**config.mk**
```make
export PLATFORM = sky130hd
export DESIGN_NAME = ram_fifo_master
export DESIGN_NICKNAME = d
export VERILOG_FILES = /design/src/rtl/ram_fifo_master.sv
export SDC_FILE = /design/constraint.sdc
export NUM_CORES = 1
export LEC_CHECK = 0
export ABC_AREA = 0
export BUFFER_PORTS_ARGS = -buffer_cell sky130_fd_sc_hd__buf_2
export CORE_MARGIN = 5
export CORE_UTILIZATION = 54
export CTS_CLUSTER_DIAMETER = 50
export DETAILED_ROUTE_END_ITERATION = 6
export PLACE_DENSITY = 0.83
export SKIP_LAST_GASP = 1
export SLEW_MARGIN = 20
export SYNTH_ARGS = -nofsm -noshare
export SYNTH_HDL_FRONTEND = slang
export SYNTH_SLANG_ARGS = --single-unit
```
**constraint.sdc**
```tcl
create_clock -name clk -period 7.15 [get_ports clk]
set_clock_uncertainty 0.05 [all_clocks]
set_input_delay 1.0725 -clock clk [delete_from_list [all_inputs] [get_ports clk]]
set_output_delay 1.0725 -clock clk [all_outputs]
set_load 0.01 [all_outputs]
```
**src/rtl/ram_fifo_master.sv**
```systemverilog
// rtl/ram_fifo_master.sv - byte-stream FIFO client driving the RAM write/read request handshakes
module ram_fifo_master #(
    parameter int ADDR_W = 4,
    parameter int DATA_W = 8
) (
    input  logic              clk,
    input  logic              rst,
    input  logic              in_valid,
    input  logic [DATA_W-1:0] in_data,
    output logic              in_ready,
    output logic              out_valid,
    output logic [DATA_W-1:0] out_data,
    input  logic              out_ready,
    output logic              write,
    output logic [ADDR_W-1:0] WriteAddr,
    output logic [DATA_W-1:0] WriteData,
    input  logic              WriteReady,
    output logic              read,
    output logic [ADDR_W-1:0] ReadAddr,
    input  logic [DATA_W-1:0] ReadData,
    input  logic              ReadReady,
    output logic [ADDR_W:0]   count,
    output logic              full,
    output logic              empty
);
    localparam logic [ADDR_W:0] DEPTH = {1'b1, {ADDR_W{1'b0}}};

    typedef enum logic {W_IDLE, W_BUSY} wstate_t;
    typedef enum logic [1:0] {R_IDLE, R_BUSY, R_HOLD} rstate_t;

    wstate_t           wState;
    rstate_t           rState;
    logic [ADDR_W-1:0] wptr;
    logic [ADDR_W-1:0] rptr;
    logic              wDone;
    logic              rDone;

    assign full     = (count == DEPTH);
    assign empty    = (count == '0);
    assign in_ready = !rst && (wState == W_IDLE) && !full;
    assign wDone    = (wState == W_BUSY) && WriteReady;
    assign rDone    = (rState == R_BUSY) && ReadReady;

    always_ff @(posedge clk or posedge rst) begin
        if (rst) begin
            wState    <= W_IDLE;
            rState    <= R_IDLE;
            wptr      <= '0;
            rptr      <= '0;
            count     <= '0;
            write     <= 1'b0;
            WriteAddr <= '0;
            WriteData <= '0;
            read      <= 1'b0;
            ReadAddr  <= '0;
            out_valid <= 1'b0;
            out_data  <= '0;
        end else begin
            case (wState)
                W_IDLE: begin
                    if (in_valid && !full) begin
                        write     <= 1'b1;
                        WriteAddr <= wptr;
                        WriteData <= in_data;
                        wState    <= W_BUSY;
                    end
                end
                W_BUSY: begin
                    if (WriteReady) begin
                        write  <= 1'b0;
                        wptr   <= wptr + 1'b1;
                        wState <= W_IDLE;
                    end
                end
                default: wState <= W_IDLE;
            endcase

            // count only covers committed bytes, so a read never targets an in-flight write
            case (rState)
                R_IDLE: begin
                    if (count != '0) begin
                        read     <= 1'b1;
                        ReadAddr <= rptr;
                        rState   <= R_BUSY;
                    end
                end
                R_BUSY: begin
                    if (ReadReady) begin
                        read      <= 1'b0;
                        out_data  <= ReadData;
                        out_valid <= 1'b1;
                        rptr      <= rptr + 1'b1;
                        rState    <= R_HOLD;
                    end
                end
                R_HOLD: begin
                    if (out_ready) begin
                        out_valid <= 1'b0;
                        rState    <= R_IDLE;
                    end
                end
                default: rState <= R_IDLE;
            endcase

            if (wDone && !rDone) begin
                count <= count + 1'b1;
            end else if (!wDone && rDone) begin
                count <= count - 1'b1;
            end
        end
    end
endmodule

```
=== Word level (Yosys, flattened, before mapping) ===
Index checks and enable logic that the tools add are counted.

* Register bits: 43
* Bits of input ports: 22
* Output and inout bits: 35
* Logic and storage cells: 68

* Add/subtract/negate cells: 4
* Eq/ne operators: 8
* Muxes and demuxes: 18
* Bitwise operators: 1
* Reduce and logical (&&, ||, !) cells: 25

{| class="wikitable"
|+ Operator list
! cell !! count
|-
| two-way mux 5 bit || 2
|-
| AND reduction 2 bit || 5
|-
| AND reduction 3 bit || 3
|-
| adder 4 x 1 -> 4 bit, second input constant || 2
|-
| two-way mux 1 bit || 8
|-
| inequality test 2 bit, second input constant || 4
|-
| one-hot mux 1 bit (2 select lines) || 4
|-
| logical AND 1 bit || 7
|-
| two-way mux 2 bit || 3
|-
| one-hot mux 2 bit (3 select lines) || 1
|-
| nonzero test 2 bit || 3
|-
| adder 5 x 1 -> 5 bit, second input constant || 1
|-
| equality test 5 bit, second input constant || 1
|-
| logical NOT 5 bit || 1
|-
| nonzero test 5 bit || 1
|-
| subtractor 5 x 1 -> 5 bit, second input constant || 1
|-
| logical NOT 1 bit || 4
|-
| equality test 2 x 1 -> 1 bit, second input constant || 1
|-
| equality test 2 bit, second input constant || 1
|-
| logical NOT 2 bit || 1
|-
| inequality test 2 x 1 -> 1 bit, second input constant || 1
|-
| NOT 1 bit || 1
|}

=== Longest topological paths before layout ===
* Depth after elaboration: 5
* Mapped depth: 11
* Gate-level depth less buffers: 10

=== Least setup slack after synthesis ===
OpenSTA, ideal clock, no wires.

* Path kind: input to register
* From: input port ReadReady
* To: register count[4]
* Setup time: 79 ps
* Arrival: 3206 ps
* Path slack: 3814 ps
* Cell stages on the path: 11
* Path through: nor2b_1 -> and2_1 -> inv_1 -> clkbuf_1 -> ha_1 -> inv_1 -> ha_1 -> and3b_1 -> or3_1 -> a21oi_1 -> xor2_1

* Word-level cells in the longest chain between the ends: 4

{| class="wikitable"
|+ Ends and longest elaborated chain
! item !! RTL line !! source
|-
| from (decl) || 21 || <nowiki>input logic ReadReady,</nowiki>
|-
| logical AND 1 bit (*) || 42 || <nowiki>assign rDone = (rState == R_BUSY) && ReadReady;</nowiki>
|-
| logical NOT 1 bit || 105 || <nowiki>if (wDone && !rDone) begin</nowiki>
|-
| logical AND 1 bit || 105 ||
|-
| two-way mux 5 bit or nonzero test 2 bit (tied branches) || - ||
|-
| to (signal assigned) || 106 || <nowiki>count <= count + 1'b1;</nowiki>
|-
| to (signal assigned) || 108 || <nowiki>count <= count - 1'b1;</nowiki>
|-
| to (decl) || 22 || <nowiki>output logic [ADDR_W:0] count,</nowiki>
|}

Mark *: on every way between the ends. The rest lies on a longest branch, timed or not.
A chain may end at the register's enable or synchronous reset.

=== Worst setup path in the final report ===
Ends and elaborated chain as after synthesis.

==> summary.txt <==
Gr usage total = 0.169
Arrival time worst endpoint = 3.63 ns
XOR/XNOR Fraction of Synth Area = 0.0468
Primary FF master, synth = dfrtp_1
Post-DRT Antenna Nets = 0
Number of antenna violations at the first check in global routing = 0
Min-Delay Endpoint = rptr[3]$_DFFE_PP0P_
Largest family of logic cells by synthesized area = simple AND/OR/NAND/NOR gates
Area of the placeable core = 3340 sq um
Net count, final = 245
Num ports = 57
Worst min-delay path startpoint = rptr[3]$_DFFE_PP0P_
Synth cell types = 28
Final Slew Violations = 0
Num rows = 21
Post-synthesis area per instance = 12.2 sq um
Effective utilization at floorplan = 0.561
Post-synthesis cell area = 1870 sq um
Switching part of the total = 0.370
Post_cts resized = 0
Internal power = 0.000676 W
Number of enable-type register cells in the synthesized netlist = 0
Total CTS buffers = 5
Layout cells sized above 1 = 0.391
Hold buffers post-CTS = 0
Synthesized-area fraction occupied by and/or/nand/nor cells = 0.136
Placed cell area = 2200 sq um
Routed vias/inst = 4.87
Wirelength, routed = 3.60 mm
Total of fill cells in the finished design = 279
Horizontal die dimension = 68.9 microns
Count of yosys warnings during synthesis = 0
Buffer depth of the longest clock path = 2
Async set-or-reset flop fraction in the synthesized netlist = 1.00
Crit-path leading delay family = simple AND/OR/NAND/NOR gates
Class of the tightest hold or removal check = register to register
Number of antenna diodes = 0
Count of state elements after synthesis = 43
Complex-gate fraction of the synthesized area = 0.0414
Height of the chip = 68.9 microns
Synth top area cells = dfrtp_1 (57%), nand2_1 (7.0%), mux2_4 (6.4%), mux2_2 (5.4%), ha_1 (4.7%)
Synthesized netlist net count = 184
Worst Setup Path Type = input pin to register
Largest net degree at the start of global routing = 44
Clk pwr share = 0.132
Worst Setup Slack, final = 3.74 ns
Share of the core filled with cells = 0.682
Register-to-Register Setup Slack = 4.10 ns
Vias in the first global route = 1296
DPL Wire Length = 2.76 mm
Clock-pin slew of the registers on the worst-case setup and hold paths = 0.11 ns
Number of post-CTS setup repair buffers = 0
Clk sink count = 43
DRC violation count after routing = 0
Worst r2r path cells = 10
Routed vias = 1270
Static leakage power = 1.18 nW
Final weighted congestion in routability-driven placement = 0.803
Pin slew with the least headroom to its limit = 0.857 ns
Worst VDD drop = 0.216 mV
Largest stage delay on the critical path = 0.37 ns
Number of max-capacitance violations reported = 0
CTS HTree Levels = 2
Number of cells produced by synthesis = 154
Post-place setup slack = 3.38 ns
Worst-case hold slack = 0.428 ns
Number of cells on the worst hold path = 1
Biggest area consumer among synthesized cells = dfrtp_1
Max Clk Rate = 0.293 GHz
CTS tree = built
Synth Area in Adders = 0.0574
Depth of the critical timing path with buffers and inverters included = 11
Top cell type's share of synthesized area = 0.574
Worst path slowest cell = and2_1
Period utilisation layout = 0.477
Dominant cell by count in the synthesized netlist = dfrtp_1
Detailed-router iteration count before antenna repair = 4
Switching pwr = 0.000397 W
Number of hold violations in the final report = 0
Share of synthesized area spent on multiplexers = 0.118
Capturing element type of the critical path = register
Power density over cell area = 472 nW/um^2
Die outline area = 4750 sq um
Most frequent cells after synthesis = dfrtp_1 (43), nand2_1 (35), mux2_2 (9), mux2_4 (8), xnor2_1 (8)
Min Tclk post-route = 3.41 ns
Average detailed-routed wire length per instance = 13.8 microns
Drt first-iter violations = 48
Sequential group share of total power = 0.431
Category of the worst setup path launch point = input pin
Endpoint of the most critical register-to-register path = count[4]$_DFFE_PP0P_
Remaining Overflow, GRT = 0
Largest fanout on the critical path = 13
Number of buffer and inverter instances along the worst setup path = 3
Combinational power share = 0.437
Clock tree root buffer cell = clkbuf_4
Worst R2R Start = rState[1]$_DFFE_PP0P_
Final non-filler cell area = 2270 sq um
Worst max-slew margin expressed relative to the limit = 0.425
Outcome = finished clean
Global-route wire length before repair = 5.80 mm
Data required time at the worst endpoint = 7.37 ns
Fraction of the yosys area taken by sequential cells = 0.574
RSZ-0062 raised after global routing = no
Post-Route Setup TNS = 0 ns
Synth-to-layout area growth = 21.4%
Setup-violating endpoint count in the final report = 0
Port bufs = 56
Clock latency at the later pin of the worst-skew pair = 0.34 ns
CP Cell Sequence = buf_2, nor2b_1, and2_1, inv_1, ha_1, inv_1, ha_1, and3b_1, or3_1, a21oi_1, xor2_1
Worst setup path startpoint = ReadReady
-- layout make-up --
type / count / area (sq um) / area share
flip-flops and latches: 43 / 1080 / 0.473
multi-input cells: 100 / 748 / 0.329
repair buffers: 58 / 295 / 0.130
well taps: 46 / 57.6 / 0.0253
clock buffers: 6 / 41.3 / 0.0182
clock inverters: 1 / 30.0 / 0.0132
inverters: 7 / 26.3 / 0.0116
-- cells in the final DEF (no fill, tap or decap), types with 4 or more instances in the layout --
cell type / count
buf_2: 56
dfrtp_1: 43
nand2_1: 35
mux2_2: 9
mux2_4: 8
xnor2_1: 8
ha_1: 7
inv_1: 6
o21ai_0: 5
clkbuf_4: 5
a21o_1: 4
-- worst max path at each step --
stage	to
global placement	count[4]$_DFFE_PP0P_
global route	count[4]$_DFFE_PP0P_
finish	count[4]$_DFFE_PP0P_
CTS	count[4]$_DFFE_PP0P_
floorplan	count[4]$_DFFE_PP0P_
detailed placement	count[4]$_DFFE_PP0P_
-- cell families (layout without fill, tap and decap cells) --
logic type	count (synthesis)	in the layout
xor+xnor	10	10
buf+inv	11	72
mux	17	17
flops	43	43
fa+ha+maj	8	8
simple gates	52	52
compound gates	13	13
-- through the flow --
step           total power (W)  std cells
2_1_floorplan         0.000771        154
3_3_place_gp          0.000918        254
3_5_place_dp          0.000941        254
4_1_cts                0.00108        261
5_1_grt                0.00116        261
6_report               0.00107        261
-- power by group through the flow --
stage	Clock (W)	Sequential (W)	Combinational, W
finish	0.000142	0.000462	0.000469
global route	0.000155	0.000478	0.000522
CTS	0.000145	0.000462	0.000477
detailed placement	0	0.000467	0.000474
global placement	0	0.000461	0.000457
floorplan	0	0.000493	0.000278
-- layer usage --
metal  routed length [microns]  global-route usage
met1                      1580               0.214
met4                        53              0.0608
met5                         0                   0
met3                       208              0.0486
met2                      1760               0.276
-- registers in the layout (all words and copies together) (netlist names) --
name and count:
write 1, count 5, read 1, WriteAddr 4, WriteData 8, ReadAddr 4
rptr 4, wState 1, rState 2, out_data 8, wptr 4, out_valid 1
-- worst register-to-register path, cell delays in order (launching register included) --
cell,delay (ns)
dfrtp_1,0.45
nor2b_1,0.16
and2_1,0.37
inv_1,0.28
ha_1,0.31
inv_1,0.14
ha_1,0.28
and3b_1,0.21
or3_1,0.35
a21oi_1,0.21
xor2_1,0.17
(Power assumes the default switching activity.)
